[config.mk]
export PLATFORM = sky130hd
export DESIGN_NAME = alu_op_sequencer
export DESIGN_NICKNAME = d
export VERILOG_FILES = /design/src/rtl/alu_pkg.sv /design/src/rtl/alu_cmd_fifo.sv /design/src/rtl/alu_op_sequencer.sv
export SDC_FILE = /design/constraint.sdc
export NUM_CORES = 1
export LEC_CHECK = 0
export ABC_AREA = 1
export ABC_CLOCK_PERIOD_IN_PS = 8500
export BUFFER_PORTS_ARGS = -buffer_cell sky130_fd_sc_hd__buf_2
export CAP_MARGIN = 30
export CORE_MARGIN = 3
export CORE_UTILIZATION = 45
export CTS_CLUSTER_SIZE = 30
export DETAILED_ROUTE_END_ITERATION = 10
export GPL_ROUTABILITY_DRIVEN = 0
export PLACE_DENSITY = 0.65
export RECOVER_POWER = 25
export SLEW_MARGIN = 20
export SYNTH_ARGS = -nofsm -noshare
export SYNTH_HDL_FRONTEND = slang
export SYNTH_SLANG_ARGS = --single-unit
export TNS_END_PERCENT = 10
[constraint.sdc]
create_clock -name clk_i -period 8.5 [get_ports clk_i]
set_input_delay 0.425 -clock clk_i [delete_from_list [all_inputs] [get_ports clk_i]]
set_output_delay 0.425 -clock clk_i [all_outputs]
set_load 0.02 [all_outputs]
[src/rtl/alu_pkg.sv]
// Shared definitions for the ALU operand sequencer: opcode encodings, default widths
// and the sequencer FSM state type.
package alu_pkg;

  localparam int unsigned DefWidth      = 64;
  localparam int unsigned DefShiftWidth = 5;
  localparam int unsigned DefOpWidth    = 4;

  localparam logic [3:0] OpRol = 4'd0;
  localparam logic [3:0] OpRor = 4'd1;
  localparam logic [3:0] OpMax = 4'd2;
  localparam logic [3:0] OpMin = 4'd3;
  localparam logic [3:0] OpOr  = 4'd4;
  localparam logic [3:0] OpDiv = 4'd5;
  localparam logic [3:0] OpSub = 4'd6;
  localparam logic [3:0] OpXor = 4'd7;

  typedef enum logic [1:0] {
    StIdle,
    StWait,
    StResp
  } seq_state_e;

endpackage

[src/rtl/alu_cmd_fifo.sv]
// Synchronous command FIFO; pointers carry one extra wrap bit so full and empty
// are distinguished without a separate counter.
module alu_cmd_fifo
  import alu_pkg::*;
#(
  parameter int unsigned DW    = 8,
  parameter int unsigned DEPTH = 4
) (
  input  logic          clk_i,
  input  logic          rst_ni,
  input  logic          push_i,
  input  logic [DW-1:0] data_i,
  input  logic          pop_i,
  output logic [DW-1:0] data_o,
  output logic          full_o,
  output logic          empty_o
);

  localparam int unsigned AW = $clog2(DEPTH);

  logic [AW:0]   wptr_q, rptr_q;
  logic [DW-1:0] mem_q [DEPTH];
  logic          push_ok, pop_ok;

  assign empty_o = (wptr_q == rptr_q);
  assign full_o  = (wptr_q[AW] != rptr_q[AW]) && (wptr_q[AW-1:0] == rptr_q[AW-1:0]);
  assign push_ok = push_i && !full_o;
  assign pop_ok  = pop_i && !empty_o;
  assign data_o  = mem_q[rptr_q[AW-1:0]];

  always_ff @(posedge clk_i or negedge rst_ni) begin
    if (!rst_ni) begin
      wptr_q <= '0;
      rptr_q <= '0;
    end else begin
      if (push_ok) wptr_q <= wptr_q + (AW + 1)'(1);
      if (pop_ok)  rptr_q <= rptr_q + (AW + 1)'(1);
    end
  end

  // Storage needs no reset: an entry is only read after it has been written.
  always_ff @(posedge clk_i) begin
    if (push_ok) mem_q[wptr_q[AW-1:0]] <= data_i;
  end

endmodule

[src/rtl/alu_op_sequencer.sv]
// Drives queued commands onto an external ALU, waits ALU_LAT extra cycles, captures
// result and flags, and returns them in order on a valid/ready response stream.
module alu_op_sequencer
  import alu_pkg::*;
#(
  parameter int unsigned WIDTH   = DefWidth,
  parameter int unsigned SHW     = DefShiftWidth,
  parameter int unsigned OPW     = DefOpWidth,
  parameter int unsigned TAGW    = 4,
  parameter int unsigned DEPTH   = 4,
  parameter int unsigned ALU_LAT = 0
) (
  input  logic             clk_i,
  input  logic             rst_ni,
  input  logic             cmd_valid_i,
  output logic             cmd_ready_o,
  input  logic [OPW-1:0]   cmd_opcode_i,
  input  logic [WIDTH-1:0] cmd_a_i,
  input  logic [WIDTH-1:0] cmd_b_i,
  input  logic [SHW-1:0]   cmd_shift_i,
  input  logic [TAGW-1:0]  cmd_tag_i,
  output logic [OPW-1:0]   alu_opcode_o,
  output logic [WIDTH-1:0] alu_input1_o,
  output logic [WIDTH-1:0] alu_input2_o,
  output logic [SHW-1:0]   alu_shift_o,
  input  logic [WIDTH-1:0] alu_result_i,
  input  logic             alu_carry_i,
  input  logic             alu_zero_i,
  input  logic             alu_sign_i,
  output logic             rsp_valid_o,
  input  logic             rsp_ready_i,
  output logic [WIDTH-1:0] rsp_result_o,
  output logic             rsp_carry_o,
  output logic             rsp_zero_o,
  output logic             rsp_sign_o,
  output logic             rsp_div0_o,
  output logic [TAGW-1:0]  rsp_tag_o,
  output logic             busy_o
);

  localparam int unsigned CmdW = OPW + 2 * WIDTH + SHW + TAGW;

  logic            fifo_full, fifo_empty, fifo_pop, cmd_push, load;
  logic [CmdW-1:0] fifo_wdata, fifo_rdata;
  logic [OPW-1:0]   f_opcode;
  logic [WIDTH-1:0] f_a, f_b;
  logic [SHW-1:0]   f_shift;
  logic [TAGW-1:0]  f_tag;

  seq_state_e       state_q, state_d;
  logic [2:0]       cnt_q, cnt_d;
  logic [OPW-1:0]   alu_opcode_q, alu_opcode_d;
  logic [WIDTH-1:0] alu_input1_q, alu_input1_d, alu_input2_q, alu_input2_d;
  logic [SHW-1:0]   alu_shift_q, alu_shift_d;
  logic [TAGW-1:0]  tag_q, tag_d;
  logic             rsp_valid_q, rsp_valid_d;
  logic [WIDTH-1:0] rsp_result_q, rsp_result_d;
  logic             rsp_carry_q, rsp_carry_d, rsp_zero_q, rsp_zero_d;
  logic             rsp_sign_q, rsp_sign_d, rsp_div0_q, rsp_div0_d;
  logic [TAGW-1:0]  rsp_tag_q, rsp_tag_d;

  assign cmd_push   = cmd_valid_i && !fifo_full;
  assign fifo_wdata = {cmd_opcode_i, cmd_a_i, cmd_b_i, cmd_shift_i, cmd_tag_i};
  assign {f_opcode, f_a, f_b, f_shift, f_tag} = fifo_rdata;

  alu_cmd_fifo #(
    .DW    (CmdW),
    .DEPTH (DEPTH)
  ) u_fifo (
    .clk_i   (clk_i),
    .rst_ni  (rst_ni),
    .push_i  (cmd_push),
    .data_i  (fifo_wdata),
    .pop_i   (fifo_pop),
    .data_o  (fifo_rdata),
    .full_o  (fifo_full),
    .empty_o (fifo_empty)
  );

  always_comb begin
    state_d      = state_q;
    cnt_d        = cnt_q;
    alu_opcode_d = alu_opcode_q;
    alu_input1_d = alu_input1_q;
    alu_input2_d = alu_input2_q;
    alu_shift_d  = alu_shift_q;
    tag_d        = tag_q;
    rsp_valid_d  = rsp_valid_q;
    rsp_result_d = rsp_result_q;
    rsp_carry_d  = rsp_carry_q;
    rsp_zero_d   = rsp_zero_q;
    rsp_sign_d   = rsp_sign_q;
    rsp_div0_d   = rsp_div0_q;
    rsp_tag_d    = rsp_tag_q;
    load         = 1'b0;
    fifo_pop     = 1'b0;

    case (state_q)
      StIdle: begin
        if (!fifo_empty) load = 1'b1;
      end
      StWait: begin
        if (cnt_q == 3'd0) begin
          rsp_valid_d  = 1'b1;
          rsp_result_d = alu_result_i;
          rsp_carry_d  = alu_carry_i;
          rsp_zero_d   = alu_zero_i;
          rsp_sign_d   = alu_sign_i;
          rsp_div0_d   = (alu_opcode_q == OPW'(OpDiv)) && (alu_input2_q == '0);
          rsp_tag_d    = tag_q;
          state_d      = StResp;
        end else begin
          cnt_d = cnt_q - 3'd1;
        end
      end
      StResp: begin
        // Back-to-back: the next command is loaded on the same edge as the handshake.
        if (rsp_ready_i) begin
          if (!fifo_empty) begin
            load = 1'b1;
          end else begin
            rsp_valid_d = 1'b0;
            state_d     = StIdle;
          end
        end
      end
      default: state_d = StIdle;
    endcase

    if (load) begin
      fifo_pop     = 1'b1;
      alu_opcode_d = f_opcode;
      alu_input1_d = f_a;
      alu_input2_d = f_b;
      alu_shift_d  = f_shift;
      tag_d        = f_tag;
      rsp_valid_d  = 1'b0;
      cnt_d        = 3'(ALU_LAT);
      state_d      = StWait;
    end
  end

  always_ff @(posedge clk_i or negedge rst_ni) begin
    if (!rst_ni) begin
      state_q      <= StIdle;
      cnt_q        <= '0;
      alu_opcode_q <= '0;
      alu_input1_q <= '0;
      alu_input2_q <= '0;
      alu_shift_q  <= '0;
      tag_q        <= '0;
      rsp_valid_q  <= 1'b0;
      rsp_result_q <= '0;
      rsp_carry_q  <= 1'b0;
      rsp_zero_q   <= 1'b0;
      rsp_sign_q   <= 1'b0;
      rsp_div0_q   <= 1'b0;
      rsp_tag_q    <= '0;
    end else begin
      state_q      <= state_d;
      cnt_q        <= cnt_d;
      alu_opcode_q <= alu_opcode_d;
      alu_input1_q <= alu_input1_d;
      alu_input2_q <= alu_input2_d;
      alu_shift_q  <= alu_shift_d;
      tag_q        <= tag_d;
      rsp_valid_q  <= rsp_valid_d;
      rsp_result_q <= rsp_result_d;
      rsp_carry_q  <= rsp_carry_d;
      rsp_zero_q   <= rsp_zero_d;
      rsp_sign_q   <= rsp_sign_d;
      rsp_div0_q   <= rsp_div0_d;
      rsp_tag_q    <= rsp_tag_d;
    end
  end

  assign cmd_ready_o  = !fifo_full;
  assign busy_o       = !fifo_empty || (state_q != StIdle);
  assign alu_opcode_o = alu_opcode_q;
  assign alu_input1_o = alu_input1_q;
  assign alu_input2_o = alu_input2_q;
  assign alu_shift_o  = alu_shift_q;
  assign rsp_valid_o  = rsp_valid_q;
  assign rsp_result_o = rsp_result_q;
  assign rsp_carry_o  = rsp_carry_q;
  assign rsp_zero_o   = rsp_zero_q;
  assign rsp_sign_o   = rsp_sign_q;
  assign rsp_div0_o   = rsp_div0_q;
  assign rsp_tag_o    = rsp_tag_q;

endmodule

==> results of run 1 <==
kinds of logic (layout without fill, tap and decap cells):
family | after synthesis | count (layout) | synth area share
flip-flops | 789 | 789 | 0.753
other | 0 | 5 | 0
AO/OA/AOI/OAI | 426 | 426 | 0.0713
AND/OR/NAND/NOR | 1163 | 1163 | 0.147
XOR/XNOR | 7 | 7 | 0.00205
buffers and inverters | 156 | 755 | 0.0234
adder cells (fa/ha/maj) | 7 | 7 | 0.00292
sequential cells by signal, indices dropped and copies added (netlist names):
register       cells
cnt_q              3
rsp_sign_o         1
alu_shift_o        5
rsp_div0_o         1
tag_q              4
alu_input2_o      64
alu_input1_o      64
state_q            2
rsp_result_o      64
rsp_tag_o          4
rsp_carry_o        1
rsp_zero_o         1
rsp_valid_o        1
u_fifo.mem_q     564
alu_opcode_o       4
u_fifo.rptr_q      3
u_fifo.wptr_q      3
metal layers:
layer	wire length, µm	part of all wire	vias up
met5	112	0.0015	-
met4	1360	0.018	16
met3	5000	0.067	113
met2	36300	0.49	651
met1	31500	0.42	9792
li1	-	-	9697
power by group through the flow:
stage | registers [mW] | clock network (mW) | logic [mW]
after floorplan | 6.53 | 0 | 2.85
after global placement | 5.99 | 0 | 4.86
after detailed placement | 6.03 | 0 | 5.01
after CTS | 5.97 | 3.63 | 5.08
after global routing | 6.03 | 3.78 | 5.76
final | 5.91 | 3.54 | 5.09
cell type report:
type	instances	area (µm²)
clock inverters	35	374
fillers	5383	28300
multi-input cells	1603	6730
diodes	5	12.5
flip-flops and latches	789	22600
repair buffers	588	3730
well taps	855	1070
inverters	17	76.3
clock buffers	115	2300
tightest hold or removal path, delay by kind of cell:
kind / cells / cell delay, ns
buffers and inverters: 1 / 0.08
AND/OR/NAND/NOR: 2 / 0.12
worst min-delay path by stage:
stage,from,slack (ns),end
after floorplan,rst_ni,0.13,alu_input1_o[0]
after global placement,rsp_result_o[24],0.45,rsp_result_o[24]
after detailed placement,rsp_sign_o,0.45,rsp_sign_o
after CTS,alu_result_i[42],0.0001,rsp_result_o[42]
after global routing,alu_result_i[49],0.02,rsp_result_o[49]
final,alu_result_i[49],0.05,rsp_result_o[49]
through the flow:
stage                     setup slack [ns]  cells
final                                 4.06   4007
after CTS                             3.85   3997
after global placement                3.92   3708
after floorplan                      0.857   2548
after global routing                  3.69   4006
after detailed placement              3.86   3711
timing repair:
item,in CTS,in global routing
resized for setup,0,0
hold endpoints to repair,471,0
endpoints found under the setup margin,0,0
hold buffers,136,0
placed cells by master, fill, tap and decap left out, types with 2 or more instances in the layout:
cell type and instances:
clkbuf_16 84, clkinvlp_4 4, buf_12 2, inv_1 13, o21ai_1 75, nor2_1 473
o21ai_0 350, buf_16 7, clkinv_1 7, ha_1 7, inv_2 2, dfrtp_1 223
xnor2_1 4, clkinv_2 11, dlygate4sd3_1 136, nand4_1 3, nor2_4 4, nand3_1 7
nand2_1 672, diode_2 5, dfrtp_4 2, inv_6 7, xor2_1 3, edfxtp_1 564
clkbuf_8 8, clkbuf_1 138, bufinv_16 7, buf_4 20, buf_2 307
==> metrics, run 1 <==
critical-path cell list xnor2_1 -> nand3b_1 -> nand2_1 -> nor2_4 -> buf_4 -> buf_4; Die X around 260 µm; Mapped Avg Cell Area 11.8 µm²; hold violation total from the final report 0; count leader, synth nand2_1; flop and latch count out of synthesis approximately 790; gr usage total 0.210; switching share of power 0.385; # setup viols final 0; total of warnings raised by yosys 0; Worst Max-Slew Pin Slew 0.957 ns; Hold WS 0.0466 ns; sequential share of power 0.407; Mapped Cells ~2,500; final instance area 36,900 µm²; clock slew at reported path FFs around 0.060 ns; met1 Resource Use GR 0.277; WL final around 74 mm; max cap viols 0; Sink Count 789; vias 20,300; fin crit period approximately 4.4 ns; Crit Reg-Reg Endpoint u_fifo.mem_q[0][121]; DR iter-0 viols 1,590; syn_nets ~2,800; RSZ-0062 raised after global routing false; Final ANT Viol Nets 0; I/O Buffers about 420; setup TNS 0 ns; CTS tree built; crit-path max FO 92; top post-synthesis cells by area edfxtp_1 57%, dfrtp_1 19%, nand2_1 8.4%; setup bufs post-CTS 0; grt total ovfl 0; Final Total Pwr between 10 and 15 mW; NetSw between 5 and 6 mW; full die area about 70,000 µm²; Most Crowded Layer GR met2; Logic pwr share 0.350; synthesis-to-finish area growth 23.1%; FF-to-FF setup slack between 4 and 5 ns; Final Util 0.566; CTS Buf Count a little over 80; number of global-route vias before repair roughly 20,000; Root Buffer clkbuf_16; r2r startpoint u_fifo.rptr_q[1]; Pint roughly 8.9 mW; Worst Setup EP u_fifo.mem_q[0][121]; clock share of power 0.243; initial antenna violation count 15; EDFF count, synth around 560; first-pass GRT wire length 115 mm; Max Clk Rate ~0.23 GHz; Main synth FF type edfxtp_1; Die H 264 µm; First-pass DRT Iterations 5; DRC 0; vias per std cell about 5.1; hold path depth 3; CP endpoint kind flip-flop; global-route met3 utilization 0.0435; Rel. slew slack 0.362; Max clock buf depth 3; Nets 3,299; clock skew roughly 0.016 ns; Core Area approximately 65,000 µm²; Critical Path Source Type flip-flop; Critical Path Most Common Cell buf_4; Worst EP arrival 4.68 ns; layout cell share with drive strength beyond 1 0.149; fin. max-slew vios 0; Clock Latency Late Sink between 0.6 and 0.7 ns; area share of the largest cell type after synthesis 0.565; GR Util met2 0.358; Worst Setup SP u_fifo.rptr_q[1]; max incr delay on CP 1.00 ns; num rows 93; crit path kind reg -> reg; Slowest-stage cell, CP dfrtp_4; Top Ports about 420; mapped cell area 30,000 µm²; Placement Cell Area around 33,000 µm²; Worst Path Buf+Inv 2; Seq/Total Area, Yosys 0.753; Worst path depth 6; crit-path leading delay family buffers and inverters; HPWL Detailed 44.7 mm; VDD IR max between 0.0002 and 0.0003 V; worst reg-to-reg path cell count 6; outcome finished, final reports clean; largest net degree at the start of global routing approximately 130; routed len/inst around 19 µm; synth unique cells 22; Final period util 0.523; initial core utilization 0.460; WP data required between 8 and 9 ns; Post-synth top cells 672 x nand2_1, 564 x edfxtp_1, 477 x nor2_1; Static Leakage about 15 nW; H-Tree Depth 3; largest area contributor in the synthesized netlist edfxtp_1; asr flop ratio synth 0.285; worst hold path type in -> reg; Cell Pwr Density just under 400 nW/µm²
Power figures use the tool's default switching activity.
==> run 2: changes to the inputs <==
ABC_AREA = 0   (was 1)
ABC_CLOCK_PERIOD_IN_PS = 4350   (was 8500)
clock period = 4.35 ns   (was 8.5 ns; I/O delays follow)
==> run 2 against run 1 <==
Sequential share of layout area barely moved; combinational power rose by 77%; critical path depth fell by 2; critical path type unchanged; largest power group unchanged.
==> metrics, run 2 <==
outcome finished, final reports clean; # setup viols final 0 (unchanged); Seq/Total Area, Yosys 0.778 (+0.0247); Rel. slew slack 0.394 (+0.0317); simple-gate share of the synthesized area 0.00858 (-0.138); met1 Resource Use GR 0.251 (-0.0258); Hold WS 0.126 ns (+0.0793 ns); gr usage total 0.198 (-0.0128); flop and latch count out of synthesis 789 (unchanged); Root Buffer clkbuf_16; largest net degree at the start of global routing 114 (-15%); WP data required 4.61 ns (-4.13 ns); Top Ports 424 (unchanged); worst hold path type in -> reg; Placed Cells 2,504 (-33%); initial core utilization 0.457 (-0.00241); CP endpoint kind flip-flop; Max Clk Rate 0.324 GHz (+44%); initial antenna violation count 12 (-3); mapped cell area 29,000 µm² (-3.2%); multiplexer area fraction after synthesis 0.192 (+0.192); I/O Buffers 423 (unchanged); Worst EP arrival 3.35 ns (-1.33 ns); synth unique cells 31 (+41%); syn_nets 1,492 (-46%); count leader, synth edfxtp_1; HPWL Detailed 39.2 mm (-12%); Mapped Avg Cell Area 22.8 µm² (+94%); EDFF count, synth 564 (unchanged); clock skew 0.0260 ns (+0.00974 ns); Nets 2,171 (-34%); Final Total Pwr 27.6 mW (+90%); asr flop ratio synth 0.285 (unchanged); Largest register FFs 564 (unchanged); Main synth FF type edfxtp_1; Slowest-stage cell, CP dfrtp_4; VDD IR max 0.000675 V (+140%); Final period util 0.710 (+0.187); fin crit period 3.09 ns (-1.35 ns); num rows 92 (-1.1%); grt total ovfl 0 (unchanged); Mapped Cells 1,273 (-50%); final instance area 36,900 µm² (about the same); vias per std cell 5.17 (+2.3%); hold violation total from the final report 0 (unchanged); XOR/XNOR share of the synthesized area 0.00324 (+0.00119); Placement Cell Area 32,200 µm² (-2.0%); GR Util met2 0.331 (-0.0267); Sink Count 789 (unchanged); CTS Buf Count 82 (+1.2%); Cell Pwr Density 748 nW/µm² (+90%); global-route met3 utilization 0.0580 (+0.0145); First-pass DRT Iterations 4 (-1); critical-path cell list xnor2_2 -> a31oi_1 -> and2_4 -> buf_12; Core Area 63,400 µm² (-2.7%); DR iter-0 viols 862 (-46%); CTS tree built; Worst Max-Slew Pin Slew 0.909 ns (-0.0475 ns); DRC 0 (unchanged); max incr delay on CP 0.82 ns (-0.18 ns); number of global-route vias before repair 16,000 (-22%); synthesis-to-finish area growth 27.1%; Max clock buf depth 3 (unchanged); clock slew at reported path FFs 0.06 ns (about the same); CTS resizes 0 (unchanged); top post-synthesis cells by area edfxtp_1 58%, dfrtp_1 19%, mux4_2 11%; hold path depth 4 (+1); FF-to-FF setup slack 1.26 ns (-2.80 ns); fin. max-slew vios 0 (unchanged); Die X 260 µm (-1.6%); crit path kind reg -> reg; Worst Path Buf+Inv 1 (-1); crit-path max FO 56 (-39%); RSZ-0062 raised after global routing false; Die H 260 µm (-1.6%); fraction of the mapped netlist area in adder cells 0.00302 (+0.0000959); Critical Path Source Type flip-flop; most frequent cells in the layout 564 x edfxtp_1, 308 x buf_2, 223 x dfrtp_1; full die area 67,500 µm² (-3.1%); WL final 66.3 mm (-11%); crit-path leading delay family flip-flops; largest area contributor in the synthesized netlist edfxtp_1; commonest non-fill, non-tap cell in the layout edfxtp_1; layout cell share with drive strength beyond 1 0.347 (+0.197); Clock Latency Late Sink 0.63 ns (+0.02 ns); Most Crowded Layer GR met2; routed len/inst 23.1 µm (+24%); Post-synth top cells 564 x edfxtp_1, 225 x dfrtp_1, 141 x mux4_2; Fillers 4,698 (-13%); Synth Area in Compound Gates 0.00211 (-0.0691); max cap viols 0 (unchanged); vias 14,900 (-27%); worst reg-to-reg path cell count 4 (-2); area share of the largest cell type after synthesis 0.584 (+0.0185); largest family of logic cells by synthesized area multiplexers; first-pass GRT wire length 99.6 mm (-14%); total of warnings raised by yosys 0 (unchanged); Static Leakage 13.4 nW (-9.8%); H-Tree Depth 3 (unchanged); Final ANT Viol Nets 0 (unchanged); Worst path depth 4 (-2); final instance count without filler cells 2,875 (-28%)
## run 2: changes by cell type after synthesis, sizes merged, moves of 15 or more
cell / delta
clkbuf: -53
nor4: +15
o21ai: -423
nor2: -475
nand2: -667
mux2: +213
buf: -30
mux4: +141
## run 2: path summary, 6_finish.rpt
kind,end,startpoint
worst max-delay path,u_fifo.mem_q[3][105],u_fifo.rptr_q[1]
worst min-delay path,u_fifo.wptr_q[0],cmd_valid_i
worst max register to register,u_fifo.mem_q[3][105],u_fifo.rptr_q[1]
worst min register to register,alu_input1_o[49],alu_input1_o[49]
max in group asynchronous,rsp_div0_o,rst_ni
min in group asynchronous,rsp_result_o[28],rst_ni
## run 2: final cells by class
class | count | area (µm²) | area share
repair buffers | 651 | 4380 | 0.119
flip-flops and latches | 789 | 22600 | 0.612
clock inverters | 30 | 294 | 0.00798
diodes | 7 | 17.5 | 0.000475
multi-input cells | 421 | 6090 | 0.165
well taps | 846 | 1060 | 0.0287
clock buffers | 124 | 2420 | 0.0657
inverters | 7 | 26.3 | 0.000713
## run 2: logic make-up (layout without fill, tap and decap cells)
group,after synthesis,in the layout
AO/OA/AOI/OAI,8,8
XOR/XNOR,9,9
adder cells (fa/ha/maj),7,7
buffers and inverters,63,812
flip-flops,789,789
multiplexers,354,354
other,0,7
AND/OR/NAND/NOR,43,43
## run 2: worst register-to-register path, delay by kind of cell, from the launching register on
family                    cells  cell delay (ns)
xor gates and xnor gates      1             0.21
DFF                           1             0.82
and+or+nand+nor               1             0.66
AOI/OAI and AO/OA             1             0.57
buffers and inverters         1             0.40
## run 2: power breakdown
group / switching [mW] / total, mW / internal, mW
logic: 5.04 / 9.02 / 3.98
clock network: 2.82 / 6.92 / 4.10
registers: 1.08 / 11.6 / 10.5
total: 8.94 / 27.6 / 18.6
## run 2: metrics by stage
step,util,TNS (ns),worst slack (ns)
global placement,0.507,0,1.20
CTS,0.583,0,1.22
detailed placement,0.507,0,1.21
finish,0.581,0,1.26
floorplan,-,-217.88,-0.515
global route,0.581,0,1.08
## run 2: per-layer routing
metal / share of wire / vias up
met5: 0.00097 / -
met4: 0.020 / 12
met3: 0.078 / 103
met2: 0.49 / 449
met1: 0.41 / 7778
li1: - / 6536
## run 2: timing repair
action	in CTS	in global routing
hold buffers	210	0
hold endpoints to repair	708	0
buffers inserted	0	0
==> run 3: changes to the inputs <==
ABC_CLOCK_PERIOD_IN_PS = 2600   (was 4350)
PLACE_DENSITY = 0.68   (was 0.65)
clock period = 2.6 ns   (was 4.35 ns; I/O delays follow)
==> run 3 against run 2 <==
Global-route usage is 0.13 points lower; sequential power is 66% higher; worst hold slack worse by 0.038 ns; routed wire length is 0.57% lower; register-to-register slack worse by 0.83 ns; sequential share of layout area is 0.83 points lower; non-clock buffer count is 28 higher; clock power is 69% higher.
==> metrics, run 3 (same netlist as run 2, synthesis figures left out) <==
commonest non-fill, non-tap cell in the layout edfxtp_1; DRC 0 (unchanged); CTS tree built; Largest register FFs 564 (unchanged); crit-path max FO 3 (-95%); WP data required 3.10 ns (-1.51 ns); largest net degree at the start of global routing 144 (+26%); fin crit period 2.16 ns (-0.924 ns); RSZ-0062 raised after global routing false; Die X 260 µm (unchanged); clock slew at reported path FFs 0.06 ns (about the same); critical-path cell list nor4b_1 -> buf_4 -> nand4_1 -> or4_1 -> o22ai_1; outcome finished, final reports clean; routed len/inst 22.7 µm (-1.4%); metal2 WL 32.8 mm (about the same); Worst EP arrival 2.67 ns (-0.68 ns); Rel. slew slack 0.342 (-0.0517); met3 routed wirelength 5.26 mm (+1.6%); Crit Reg-Reg Endpoint rsp_div0_o; Final Util 0.589 (+0.00797); initial antenna violation count 12 (unchanged); Worst Setup EP rsp_div0_o; crit path kind reg -> reg; initial core utilization 0.457 (unchanged); final worst slack 0.435 ns (-0.826 ns); max cap viols 0 (unchanged); Clock Latency Late Sink 0.60 ns (-0.03 ns); num rows 92 (unchanged); Cell Pwr Density 1250 nW/µm² (+68%); Post-Place Setup Slack 0.274 ns (-0.938 ns); final instance count without filler cells 2,899 (+0.83%); Fillers 4,644 (-1.1%); full die area 67,500 µm² (unchanged); Root Buffer clkbuf_16; Hold WS 0.0875 ns (-0.0384 ns); Die H 260 µm (unchanged); HPWL Detailed 40.7 mm (+3.8%); First-pass DRT Iterations 4 (unchanged); CTS Buf Count 83 (+1.2%); r2r startpoint alu_input2_o[9]; VDD IR max 0.00107 V (+58%); Final Total Pwr 46.8 mW (+70%); Top Ports 424 (unchanged); hold violation total from the final report 0 (unchanged); first-pass GRT wire length 99.0 mm (-0.56%); Max clock buf depth 3 (unchanged); max layer used met5; Worst Setup SP alu_input2_o[9]; Nets 2,200 (+1.3%); Critical Path Source Type flip-flop; Max Clk Rate 0.462 GHz (+43%); worst reg-to-reg path cell count 5 (+1); Slowest-stage cell, CP nor4b_1; Worst Max-Slew Pin Slew 0.987 ns (+0.0775 ns); met1 wire length 26.1 mm (-2.9%); I/O Buffers 423 (unchanged); gr usage total 0.196 (-0.00130); number of global-route vias before repair 16,300 (+1.9%); Final period util 0.833 (+0.122); grt total ovfl 0 (unchanged); layout cell share with drive strength beyond 1 0.357 (+0.0107); vias per std cell 5.17 (about the same); # setup viols final 0 (unchanged); Static Leakage 13.7 nW (+1.8%); most frequent cells in the layout 564 x edfxtp_1, 307 x buf_2, 223 x dfrtp_1; Sink Count 789 (unchanged); CP endpoint kind flip-flop; Final ANT Viol Nets 0 (unchanged); clock skew 0.0182 ns (-0.00787 ns); max incr delay on CP 0.57 ns (-0.25 ns); FF-to-FF setup slack 0.44 ns (-0.83 ns); synthesis-to-finish area growth 28.8%; Placed Cells 2,532 (+1.1%); worst hold path type in -> reg; DR iter-0 viols 848 (-1.6%); H-Tree Depth 3 (unchanged); WL final 65.9 mm (-0.57%); vias 15,000 (+0.82%); Core Area 63,400 µm² (unchanged); fin. max-slew vios 0 (unchanged)
==> run 3: changes by cell type in the layout (fill, tap and decap cells not counted), sizes merged <==
cell / previous run / this run
clkinvlp: 2 / 3
clkinv: 21 / 31
clkbuf: 238 / 226
diode: 7 / 5
bufinv: 4 / 6
inv: 10 / 8
buf: 327 / 354
==> run 3: power breakdown <==
part	total [mW]	internal (mW)	switching (mW)
clock	11.7	7.03	4.64
combinational	15.9	7.19	8.70
sequential	19.3	17.6	1.65
==> run 3: how the worst min path moves through the flow <==
stage / end / from / cells past startpoint
finish: u_fifo.wptr_q[1] / cmd_valid_i / 5
global route: u_fifo.wptr_q[1] / cmd_valid_i / 6
CTS: u_fifo.wptr_q[1] / cmd_valid_i / 5
detailed placement: rsp_result_o[62] / rst_ni / 2
global placement: rsp_result_o[58] / rst_ni / 2
floorplan: alu_input1_o[0] / rst_ni / 0
==> run 3: what timing repair did <==
| item | CTS | global route |
|---|---|---|
| endpoints found under the hold margin | 858 | 0 |
| buffers inserted | 0 | 0 |
| hold buffers | 210 | 0 |
| resized for setup | 0 | 0 |
==> run 3: critical path, delay by kind of cell, from the launching register on <==
kind	cells	cell delay, ns
AND/OR/NAND/NOR	3	1.33
AO/OA/AOI/OAI	1	0.12
buffers and inverters	1	0.22
flip-flops	1	0.41
==> run 3: per-layer routing <==
layer | global-route usage | vias up
met1 | 0.247 | 7803
met3 | 0.0550 | 103
met5 | 0 | -
met4 | 0.0595 | 10
met2 | 0.332 | 495
li1 | - | 6589
==> run 3: area by class of cell <==
cell class | count | area, µm² | area share
Sequential cell | 789 | 22600 | 0.604
Multi-Input combinational cell | 421 | 6090 | 0.163
Timing Repair Buffer | 679 | 4860 | 0.130
Clock buffer | 111 | 2390 | 0.0638
Tap cell | 846 | 1060 | 0.0283
Clock inverter | 41 | 364 | 0.00974
Inverter | 7 | 26.3 | 0.000703
Antenna cell | 5 | 12.5 | 0.000335
==> run 3: through the flow <==
step | setup TNS [ns] | cell area, µm²
after floorplan | -405.40 | 29000
after global placement | 0 | 32600
after detailed placement | 0 | 32600
after CTS | 0 | 37500
after global routing | 0 | 37400
final | 0 | 37400
